`config.mk`:
```
export PLATFORM = sky130hd
export DESIGN_NAME = inv_key_scheduler
export DESIGN_NICKNAME = d
export VERILOG_FILES = /design/src/rtl/inv_key_scheduler.sv
export SDC_FILE = /design/constraint.sdc
export NUM_CORES = 1
export LEC_CHECK = 0
export CAP_MARGIN = 20
export CORE_MARGIN = 2
export CORE_UTILIZATION = 44
export CTS_CLUSTER_SIZE = 30
export DETAILED_ROUTE_END_ITERATION = 10
export PLACE_DENSITY_LB_ADDON = 0.08
export SLEW_MARGIN = 25
export SYNTH_ARGS = -nofsm -noshare
export SYNTH_HDL_FRONTEND = slang
export SYNTH_SLANG_ARGS = --single-unit
```
`constraint.sdc`:
```
create_clock -name clk -period 4.29 [get_ports clk]
set_clock_uncertainty 0.2 [all_clocks]
set_input_delay 0.858 -clock clk [delete_from_list [all_inputs] [get_ports clk]]
set_output_delay 0.858 -clock clk [all_outputs]
set_load 0.03 [all_outputs]
```
`src/rtl/inv_key_scheduler.sv`:
```
// ---------------------------------------------------------------------------
// inv_key_scheduler
//
// Generates AES-128 round keys in reverse order (10 down to 0) for the
// inverse-cipher datapath. One 128-bit key register is used. A load first
// rolls the cipher key forward to the round-10 key. Each consumer request
// then rolls the register back by one round.
//
// The S-box is external and shared. sbox_in carries RotWord of the relevant
// w3 word. The substituted word returns on sbox_out in the same cycle.
//
// Ports
//   clk          clock
//   reset        asynchronous, active-high reset
//   load         start pulse: latch cipher_key, begin forward expansion
//   cipher_key   AES-128 key, w0 = [127:96] ... w3 = [31:0]
//   key_req      advance to the next lower round key (SERVE only)
//   sbox_in      word presented to the shared S-box (RotWord applied)
//   sbox_out     SubWord(sbox_in), combinational return
//   round_key    current round key, 0 when key_valid = 0
//   round_idx    index of round_key (10 ... 0), 0 when key_valid = 0
//   key_valid    round_key / round_idx are valid
//   busy         forward expansion in progress
//   done         one-cycle pulse after round key 0 is consumed
//   key_mismatch self-check flag
//
// Optional build macro
//   KEY_SELFCHECK_EN : when defined, a copy of the cipher key is captured on
//   load. On consumption of round key 0 the regenerated key is compared
//   against that copy. key_mismatch holds the result until the next load or
//   reset. When undefined, key_mismatch is tied to 0.
// ---------------------------------------------------------------------------
module inv_key_scheduler #(
    parameter int NR = 10
) (
    input  logic         clk,
    input  logic         reset,
    input  logic         load,
    input  logic [127:0] cipher_key,
    input  logic         key_req,
    output logic [31:0]  sbox_in,
    input  logic [31:0]  sbox_out,
    output logic [127:0] round_key,
    output logic [3:0]   round_idx,
    output logic         key_valid,
    output logic         busy,
    output logic         done,
    output logic         key_mismatch
);

    localparam logic [3:0] LAST = 4'(NR);

    typedef enum logic [1:0] {
        IDLE  = 2'd0,
        FWD   = 2'd1,
        SERVE = 2'd2
    } state_t;

    state_t       state_reg;
    logic [127:0] key_reg;
    logic [3:0]   rnd_reg;
    logic         key_valid_reg;
    logic         busy_reg;
    logic         done_reg;

    // Round constant for round r (1..10), placed in the top byte of the word.
    function automatic logic [7:0] rcon(input logic [3:0] r);
        logic [7:0] v;
        case (r)
            4'd1:    v = 8'h01;
            4'd2:    v = 8'h02;
            4'd3:    v = 8'h04;
            4'd4:    v = 8'h08;
            4'd5:    v = 8'h10;
            4'd6:    v = 8'h20;
            4'd7:    v = 8'h40;
            4'd8:    v = 8'h80;
            4'd9:    v = 8'h1b;
            4'd10:   v = 8'h36;
            default: v = 8'h00;
        endcase
        return v;
    endfunction

    function automatic logic [31:0] rot_word(input logic [31:0] x);
        return {x[23:0], x[31:24]};
    endfunction

    // Word views of the current key, the next-forward key and the
    // previous-round key.
    logic [31:0] w_cur [4];
    logic [31:0] w_fwd [4];
    logic [31:0] w_rev [4];
    logic [31:0] fwd_t;
    logic [31:0] rev_t;

    // Forward step uses Rcon of the round being produced (rnd+1). The
    // reverse step uses Rcon of the round being undone (rnd).
    assign fwd_t = sbox_out ^ {rcon(rnd_reg + 4'd1), 24'h0};
    assign rev_t = sbox_out ^ {rcon(rnd_reg), 24'h0};

    genvar gi;
    generate
        for (gi = 0; gi < 4; gi++) begin : g_words
            assign w_cur[gi] = key_reg[127 - 32*gi -: 32];
        end

        assign w_fwd[0] = w_cur[0] ^ fwd_t;
        assign w_rev[0] = w_cur[0] ^ rev_t;

        // Forward words chain on the freshly produced word. Reverse words
        // only need neighbouring words of the current round.
        for (gi = 1; gi < 4; gi++) begin : g_chain
            assign w_fwd[gi] = w_cur[gi] ^ w_fwd[gi-1];
            assign w_rev[gi] = w_cur[gi] ^ w_cur[gi-1];
        end
    endgenerate

    // In FWD, SubWord acts on the current w3. In SERVE, it acts on the
    // previous round's w3, which is recovered as w3' ^ w2'.
    always_comb begin
        sbox_in = 32'h0;
        case (state_reg)
            FWD:     sbox_in = rot_word(w_cur[3]);
            SERVE:   sbox_in = rot_word(w_rev[3]);
            default: sbox_in = 32'h0;
        endcase
    end

`ifdef KEY_SELFCHECK_EN
    logic [127:0] key_copy_reg;
    logic         key_mismatch_reg;
`endif

    always_ff @(posedge clk or posedge reset) begin
        if (reset) begin
            state_reg     <= IDLE;
            key_reg       <= '0;
            rnd_reg       <= '0;
            key_valid_reg <= 1'b0;
            busy_reg      <= 1'b0;
            done_reg      <= 1'b0;
`ifdef KEY_SELFCHECK_EN
            key_copy_reg     <= '0;
            key_mismatch_reg <= 1'b0;
`endif
        end else begin
            done_reg <= 1'b0;
            if (load) begin
                // Load has priority over everything, in every state.
                state_reg     <= FWD;
                key_reg       <= cipher_key;
                rnd_reg       <= '0;
                key_valid_reg <= 1'b0;
                busy_reg      <= 1'b1;
`ifdef KEY_SELFCHECK_EN
                key_copy_reg     <= cipher_key;
                key_mismatch_reg <= 1'b0;
`endif
            end else begin
                case (state_reg)
                    IDLE: begin
                        // key_req has no effect here.
                    end
                    FWD: begin
                        key_reg <= {w_fwd[0], w_fwd[1], w_fwd[2], w_fwd[3]};
                        rnd_reg <= rnd_reg + 4'd1;
                        if (rnd_reg == LAST - 4'd1) begin
                            state_reg     <= SERVE;
                            busy_reg      <= 1'b0;
                            key_valid_reg <= 1'b1;
                        end
                    end
                    SERVE: begin
                        if (key_req) begin
                            if (rnd_reg != 4'd0) begin
                                key_reg <= {w_rev[0], w_rev[1], w_rev[2], w_rev[3]};
                                rnd_reg <= rnd_reg - 4'd1;
                            end else begin
                                state_reg     <= IDLE;
                                key_valid_reg <= 1'b0;
                                done_reg      <= 1'b1;
`ifdef KEY_SELFCHECK_EN
                                key_mismatch_reg <= (key_reg != key_copy_reg);
`endif
                            end
                        end
                    end
                    default: begin
                        state_reg     <= IDLE;
                        key_valid_reg <= 1'b0;
                        busy_reg      <= 1'b0;
                    end
                endcase
            end
        end
    end

    assign round_key = key_valid_reg ? key_reg : 128'h0;
    assign round_idx = key_valid_reg ? rnd_reg : 4'h0;
    assign key_valid = key_valid_reg;
    assign busy      = busy_reg;
    assign done      = done_reg;

`ifdef KEY_SELFCHECK_EN
    assign key_mismatch = key_mismatch_reg;
`else
    assign key_mismatch = 1'b0;
`endif

endmodule

```
; ---- Word level (Yosys, flattened, before mapping)
; Memories as Yosys holds them, arrays and structs flattened.
; Index checks and enable logic that the tools add are counted.
[word_totals]
register_bits = 137
romBits = 256
in_bits = 164
output_inout_bits = 168
wordCells = 64
mem_count = 2
[op_classes]
addsub = 2
n_eq_ne = 9
mux = 28
n_bitwise = 10
n_reduce_logical = 7
[mem_list]
columns = memory, depth, word_bits, read_ports, rd_ports_with_merged_regs, wr, line
row1 = (no name shown), 16, 8, 1, 0, 0, 69  ; case (r)
row2 = (no name shown), 16, 8, 1, 0, 0, 69
[ops]
columns = cell, count
row1 = 2-to-1 mux 128 bit, 4
row2 = bitwise XOR 32 bit, 10
row3 = one-hot mux 128 bit (2 select lines), 1
row4 = one-hot mux 32 bit (2 select lines), 1
row5 = 2-to-1 mux 4 bit, 4
row6 = inequality test 3 bit (second input constant), 4
row7 = 2-to-1 mux 1 bit, 10
row8 = 2-to-1 mux 2 bit, 4
row9 = one-hot mux 4 bit (2 select lines), 1
row10 = one-hot mux 2 bit (3 select lines), 1
row11 = adder 4 x 1 -> 4 bit (second input constant), 1
row12 = equality test 4 bit (second input constant), 1
row13 = AND reduction 4 bit, 1
row14 = nonzero test 4 bit, 1
row15 = subtractor 4 x 1 -> 4 bit (second input constant), 1
row16 = one-hot mux 1 bit (3 select lines), 1
row17 = AND reduction 3 bit, 1
row18 = nonzero test 3 bit, 1
row19 = equality test 2 x 1 -> 1 bit (second input constant), 1
row20 = equality test 2 bit (second input constant), 1
row21 = logical NOT 2 bit, 1
row22 = inequality test 2 x 1 -> 1 bit (second input constant), 1
row23 = inequality test 2 bit (second input constant), 1
row24 = one-hot mux 1 bit (2 select lines), 1
row25 = 2 further kinds, 2

; ---- Longest topological paths before layout
; Gate-level depths: netlist of run 1.
; An unclocked memory read counts as a cell.
[logic_depth]
depth_word = 9
depth_mapped = 13
ltp_nobuf = 9

; ---- Worst setup path after synthesis of run 1
; OpenSTA, ideal clock, no wires.
[synth_timing]
path_kind = reg2out
startpoint = reg state_reg[1]
endpoint = out sbox_in[1]
arrival_time_ns = 2.445
t_required_ns = 3.232
slack_ns = 0.787
stages_incl_launch_ff = 8
n_path_buf = 4
path_cell_list = dfrtp_1 -> ha_1 -> clkbuf_1 -> clkbuf_1 -> buf_1 -> clkbuf_1 -> a22oi_1 -> nor2b_1
[synth_via]
elab_chain_len = 2
word_cells_on_any_way = 3
classes_between = eq/ne: 2 / mux: 1
[synth_lines]
columns = item, line
row1 = from (decl), 59  ; state_t state_reg;
row2 = from (signal assigned), 137  ; state_reg <= IDLE;
row3 = from (signal assigned), 151  ; state_reg <= FWD;
row4 = from (signal assigned), 169  ; state_reg <= SERVE;
row5 = equality test 2 bit / equality test 2 x 1 -> 1 bit (equally long branches), 123  ; case (state_reg)
row6 = one-hot mux 32 bit (2 select lines) (*), 123
row7 = to (decl), 41  ; output logic [31:0] sbox_in,
; Every way passes the cells marked *; elsewhere a longest branch is shown, timed or not.

; ---- Worst setup path after layout of run 1
[layout_timing]
startpoint = reg state_reg[1]
endpoint = out sbox_in[11]
; Same word-level chain as after synthesis.

==> impl_metrics.yaml, run 1 <==
logic_synthesis:
  syn_nets: 1606
  yosys_warnings: 0
  ys_seq_area_frac: 0.298
  synth_area_per_cell_um2: 7.98
  synth_top_flop_cell: "dfrtp_1"
  synth_top_cell_by_area: "dfrtp_1"
  ys_ff_latch: 136
  synth_edf_count: 0
  syn-cell-area_um2: 11400
  async_reset_ff_frac: 1.00
  synth.distinct_cells: 61
  yosysTopAreaCellShare: 0.298
  synth_area_leaders: "dfrtp_1 (30%), xnor2_1 (11%), and2_1 (8.4%)"
  syn_inst: 1431
cts:
  cts_tree: "done"
  h-tree-depth: 4
  cts-buffers-inserted: 17
  post_cts_resized: 0
  insertion_delay_ns: 0.42
  clk_path_buf_depth: 2
  postCtsHoldBufs: 0
  cts_root_buf: "clkbuf_16"
  post_cts_buffers: 0
  clk_pin_slew_ns: 0.06
  clock-sinks: 136
critical_path:
  timing.critical_path.required_ns: 3.23
  max_stage_delay_ns: 0.53
  crit_slowest_cell: "ha_2"
  crit_path_end_kind: "output pin"
  path_max_fanout: 19
  r2r-start: "state_reg[1]"
  crit_chain: "inv_1, ha_2, buf_4, o21ai_0, o21ai_0, and2_1, buf_4"
  critPathLaunch: "state_reg[1]"
  arrival_ns: 2.75
  setup.worst_path.start_class: "flop"
  path_class: "flop to output pin"
drt:
  wire_per_inst_um: 18.1
  ant_nets: 0
  vias: 10600
  routed_wl_um: 36800
  route.detailed.drc: 0
  vias_per_cell: 5.23
  firstDrtPassIters: 5
  drtIter0Drc: 786
place:
  portBuffers: 330
  post_dp_cell_area_um2: 14900
  dp_hpwl_um: 25500
  routabilityCongestion: 0.864
global_route:
  grt_max_degree: 124
  antenna_found_initial: 1
  grt_pass1_vias: 10600
  grt_pass1_wl_um: 57500
  grt_use_total: 0.271
  overflow: 0
status:
  status: "complete, no violations"
timing:
  fmax_mhz: 263
  setup_tns_ns: 0
  min_period_ns: 3.80
  finalSetupViolCount: 0
  post-route-period-util: 0.887
  rsz0062_at_grt: "no"
  worst_slew_pin_slew_ns: 1.02
  maxSlewHeadroom: 0.317
  hold_viol: 0
  slew_violations: 0
die:
  ios: 332
  start_util: 0.451
  rows: 58
  die_w_um: 165
  die_h_um: 165
  design.die.area_um2: 27200
  core_um2: 25300
flow_run:
  maxCapViolCount: 0
pwr:
  peakVddDrop_mv: 0.318
  power.leakage_nw: 6.33
  power_density_nw_per_um2: 725
  total_power_w: 0.0112
cells_and_area:
  syn_to_final_growth_pct: 35.7
  fin_area_um2: 15500
  largest_reg_flops: 128
  nNetsFinal: 1866
  layout-drive-gt1-share: 0.0898
hold_path:
  hold_class: "flop to flop"
  min_from: "state_reg[0]"
## cell usage after synthesis, types with 6 or more instances
master,number
nor4_1,9
and2_1,154
a31oi_1,8
dfrtp_1,136
nand3_1,30
nor2_1,136
a22oi_1,11
buf_1,10
nor4b_1,6
inv_1,15
nor3_1,12
or3_1,10
nor3b_1,8
xor2_1,104
a21oi_1,36
and3_1,13
o21ai_0,126
clkbuf_1,93
mux2_2,59
nor2b_1,14
nand2_1,191
nand2b_1,7
xnor2_1,147
xnor3_1,7
ha_1,11
## cell families (layout without fill, tap and decap cells)
kind of cell    count (synthesis)  after routing  synth area share
flops                         136            136             0.298
fa+ha+maj                      11             11            0.0121
compound gates                224            224             0.113
simple gates                  610            610             0.263
xor+xnor                      259            259             0.208
buf+inv                       126            398            0.0431
other cells                     1              2          0.000328
mux                            64             64            0.0626
## routing by layer
layer | GRT usage | part of all wire | up-vias
met3 | 0.0507 | 0.061 | 37
met2 | 0.454 | 0.48 | 311
met4 | 0.0735 | 0.018 | 0
met5 | 0 | 0 | -
met1 | 0.358 | 0.44 | 5053
li1 | - | - | 5230
## critical path: cells and delay by family (launching register included)
family / cells / cell delay, ns
adders and majority gates: 1 / 0.53
and+or+nand+nor: 1 / 0.14
AOI/OAI and AO/OA: 2 / 0.21
buffers and inverters: 3 / 0.93
DFF: 1 / 0.50
## stage by stage
step / hold WS, ns / cells / utilization / setup WS (ns)
floorplan: 0.269 / 1431 / - / 0.787
global placement: 0.294 / 2002 / 0.587 / 0.991
detailed placement: 0.296 / 2002 / 0.587 / 0.911
CTS: 0.311 / 2033 / 0.612 / 0.448
global route: 0.343 / 2034 / 0.612 / 0.288
finish: 0.311 / 2034 / 0.612 / 0.485
## area by class of cell
type                    instances  area (µm²)
fillers                      2307        9830
multi-input cells            1169        7550
repair buffers                349        3430
flip-flops and latches        136        3410
clock buffers                  19         443
well taps                     330         413
clock inverters                12         168
inverters                      18        78.8
diodes                          1        2.50
## path summary, 6_finish.rpt
kind,endpoint,slack (ns),cells after the start
max,sbox_in[11],0.49,7
min,state_reg[0],0.31,2
max reg2reg,key_reg[88],0.98,8
min reg2reg,state_reg[0],0.31,2
max in group asynchronous,state_reg[1],2.77,3
min in group asynchronous,key_reg[116],0.47,2
## layout by cell type (no fill, tap or decap), drive strengths merged, types with 8 or more instances in the layout
cell type      Yosys  layout
nor3b              8       8
nor3              12      12
clkdlybuf4s50      0     297
a31oi              8       8
and2             154     154
nand3             30      30
o21ai            126     126
nand2            191     191
nor2             136     136
nor2b             14      14
buf               15      52
inv               17      21
dfrtp            136     136
a22oi             11      11
and3              13      13
xor2             104     104
mux2              59      59
xnor2            148     148
ha                11      11
nor4               9       9
a21oi             36      36
or3               10      10
clkbuf            93      19
## where the power goes
part / switching, W / total [W] / leakage [nW] / internal, W
registers: 0.000941 / 0.00279 / 1.61 / 0.00184
logic: 0.00368 / 0.00688 / 4.43 / 0.00321
clock network: 0.000634 / 0.00157 / 0.289 / 0.000939
Note: power is estimated with default switching activity, not from simulation.
==> inputs of run 2 (changes only) <==
SLEW_MARGIN = 40   (was 25)
==> run 2 against run 1 <==
- design area rose by 0.20%
- setup slack improved by 0.033 ns
- die area did not move
- wire length fell by 0.24%
- largest power group unchanged
==> impl_metrics.yaml, run 2 (same netlist as run 1, synthesis figures left out) <==
critical_path:
  r2r_slack_ns: 0.96
  path_max_fanout: 19
  timing.critical_path.required_ns: 3.23
  worstReg2RegEnd: "key_reg[37]"
  path_class: "flop to output pin"
  arrival_ns: 2.71
  setup.worst_path.start_class: "flop"
  crit_path_end_kind: "output pin"
  rr_worst_depth: 9
  r2r-start: "state_reg[0]"
die:
  ios: 332
  core_um2: 25300
  rows: 58
  design.die.area_um2: 27200
  start_util: 0.451
  die_h_um: 165
  die_w_um: 165
hold_path:
  whs_endpoint: "state_reg[0]"
  min_from: "state_reg[0]"
  hold_depth: 2
  hold_class: "flop to flop"
flow_run:
  maxCapViolCount: 0
global_route:
  grt_pass1_vias: 10700
  grt_pass1_wl_um: 57700
  grt_use_total: 0.271
  grt_max_degree: 124
  overflow: 0
  antenna_found_initial: 2
drt:
  routed_wl_um: 36700
  routed.top_layer: "met4"
  drtIter0Drc: 699
  route.detailed.drc: 0
  wire_per_inst_um: 18.0
  ant_nets: 0
  wl_met2_um: 17600
  vias_per_cell: 5.30
  met1_length_um: 16100
  vias: 10800
  firstDrtPassIters: 5
  met3_length_um: 2290
cells_and_area:
  layout-drive-gt1-share: 0.0898
  fin_area_um2: 15500
  nNetsFinal: 1866
  multi_input_comb_area_um2: 7550
  final_common_cell: "clkdlybuf4s50_1"
  largest_reg_flops: 128
  final_cell_mix: "clkdlybuf4s50_1 (297), nand2_1 (191), and2_1 (154), xnor2_1 (147), nor2_1 (136)"
  syn_to_final_growth_pct: 36.0
  seq_area_um2: 3410
  stdcell_count: 2037
  nFillCells: 2328
cts:
  clk_pin_slew_ns: 0.06
  post_cts_buffers: 0
  postCtsHoldBufs: 0
  cts-buffers-inserted: 17
  cts_root_buf: "clkbuf_16"
  cts_tree: "done"
  clk_path_buf_depth: 2
  clock-sinks: 136
  h-tree-depth: 4
  post_cts_resized: 0
  insertion_delay_ns: 0.42
timing:
  fmax_mhz: 265
  finalSetupViolCount: 0
  post-route-period-util: 0.879
  fin_worst_hold_slack_ns: 0.325
  setup_tns_ns: 0
  worst_slew_pin_slew_ns: 0.765
  maxSlewHeadroom: 0.490
  min_period_ns: 3.77
  slew_violations: 0
  hold_viol: 0
  rsz0062_at_grt: "no"
pwr:
  power.leakage_nw: 6.35
  peakVddDrop_mv: 0.381
  power_density_nw_per_um2: 728
  total_power_w: 0.0113
status:
  status: "complete, no violations"
place:
  portBuffers: 330
  dp_hpwl_um: 25500
  post_dp_cell_area_um2: 14900
  routabilityCongestion: 0.864
  place_inst: 2002
-- run 2: worst max-delay path, cell delays in order (launching register included) --
cell	delay, ns
dfrtp_4	0.50
inv_1	0.41
ha_2	0.54
buf_4	0.33
o21ai_0	0.13
o21ai_0	0.08
and2_1	0.14
buf_4	0.15
-- run 2: power breakdown --
group | switching, W | total (W) | internal, W
logic | 0.00369 | 0.00690 | 0.00321
registers | 0.000937 | 0.00278 | 0.00184
clock network | 0.000633 | 0.00163 | 0.00100
total | 0.00526 | 0.0113 | 0.00605
-- run 2: worst max path at each step --
stage,from,endpoint,cells after the start,slack (ns)
2_1_floorplan,state_reg[1],sbox_in[1],7,0.79
3_3_place_gp,state_reg[1],sbox_in[18],7,0.99
3_5_place_dp,state_reg[1],sbox_in[11],7,0.95
4_1_cts,state_reg[1],sbox_in[12],7,0.48
5_1_grt,state_reg[1],sbox_in[9],7,0.30
6_report,state_reg[1],sbox_in[11],7,0.52
-- run 2: per-layer routing --
layer,GRT usage,vias to the layer above
met1,0.358,5151
li1,-,5246
met3,0.0487,47
met5,0,-
met4,0.0846,0
met2,0.452,354
-- run 2: final cells by class --
class	instances	area share
multi-input cells	1169	0.487
repair buffers	349	0.221
flip-flops and latches	136	0.219
clock buffers	20	0.0288
well taps	330	0.0266
clock inverters	12	0.0121
inverters	18	0.00524
diodes	3	0.000483
-- run 2: per-stage QoR --
step	utilization	setup slack, ns
2_1_floorplan	-	0.787
3_3_place_gp	0.587	0.991
3_5_place_dp	0.588	0.951
4_1_cts	0.613	0.476
5_1_grt	0.613	0.299
6_report	0.613	0.518
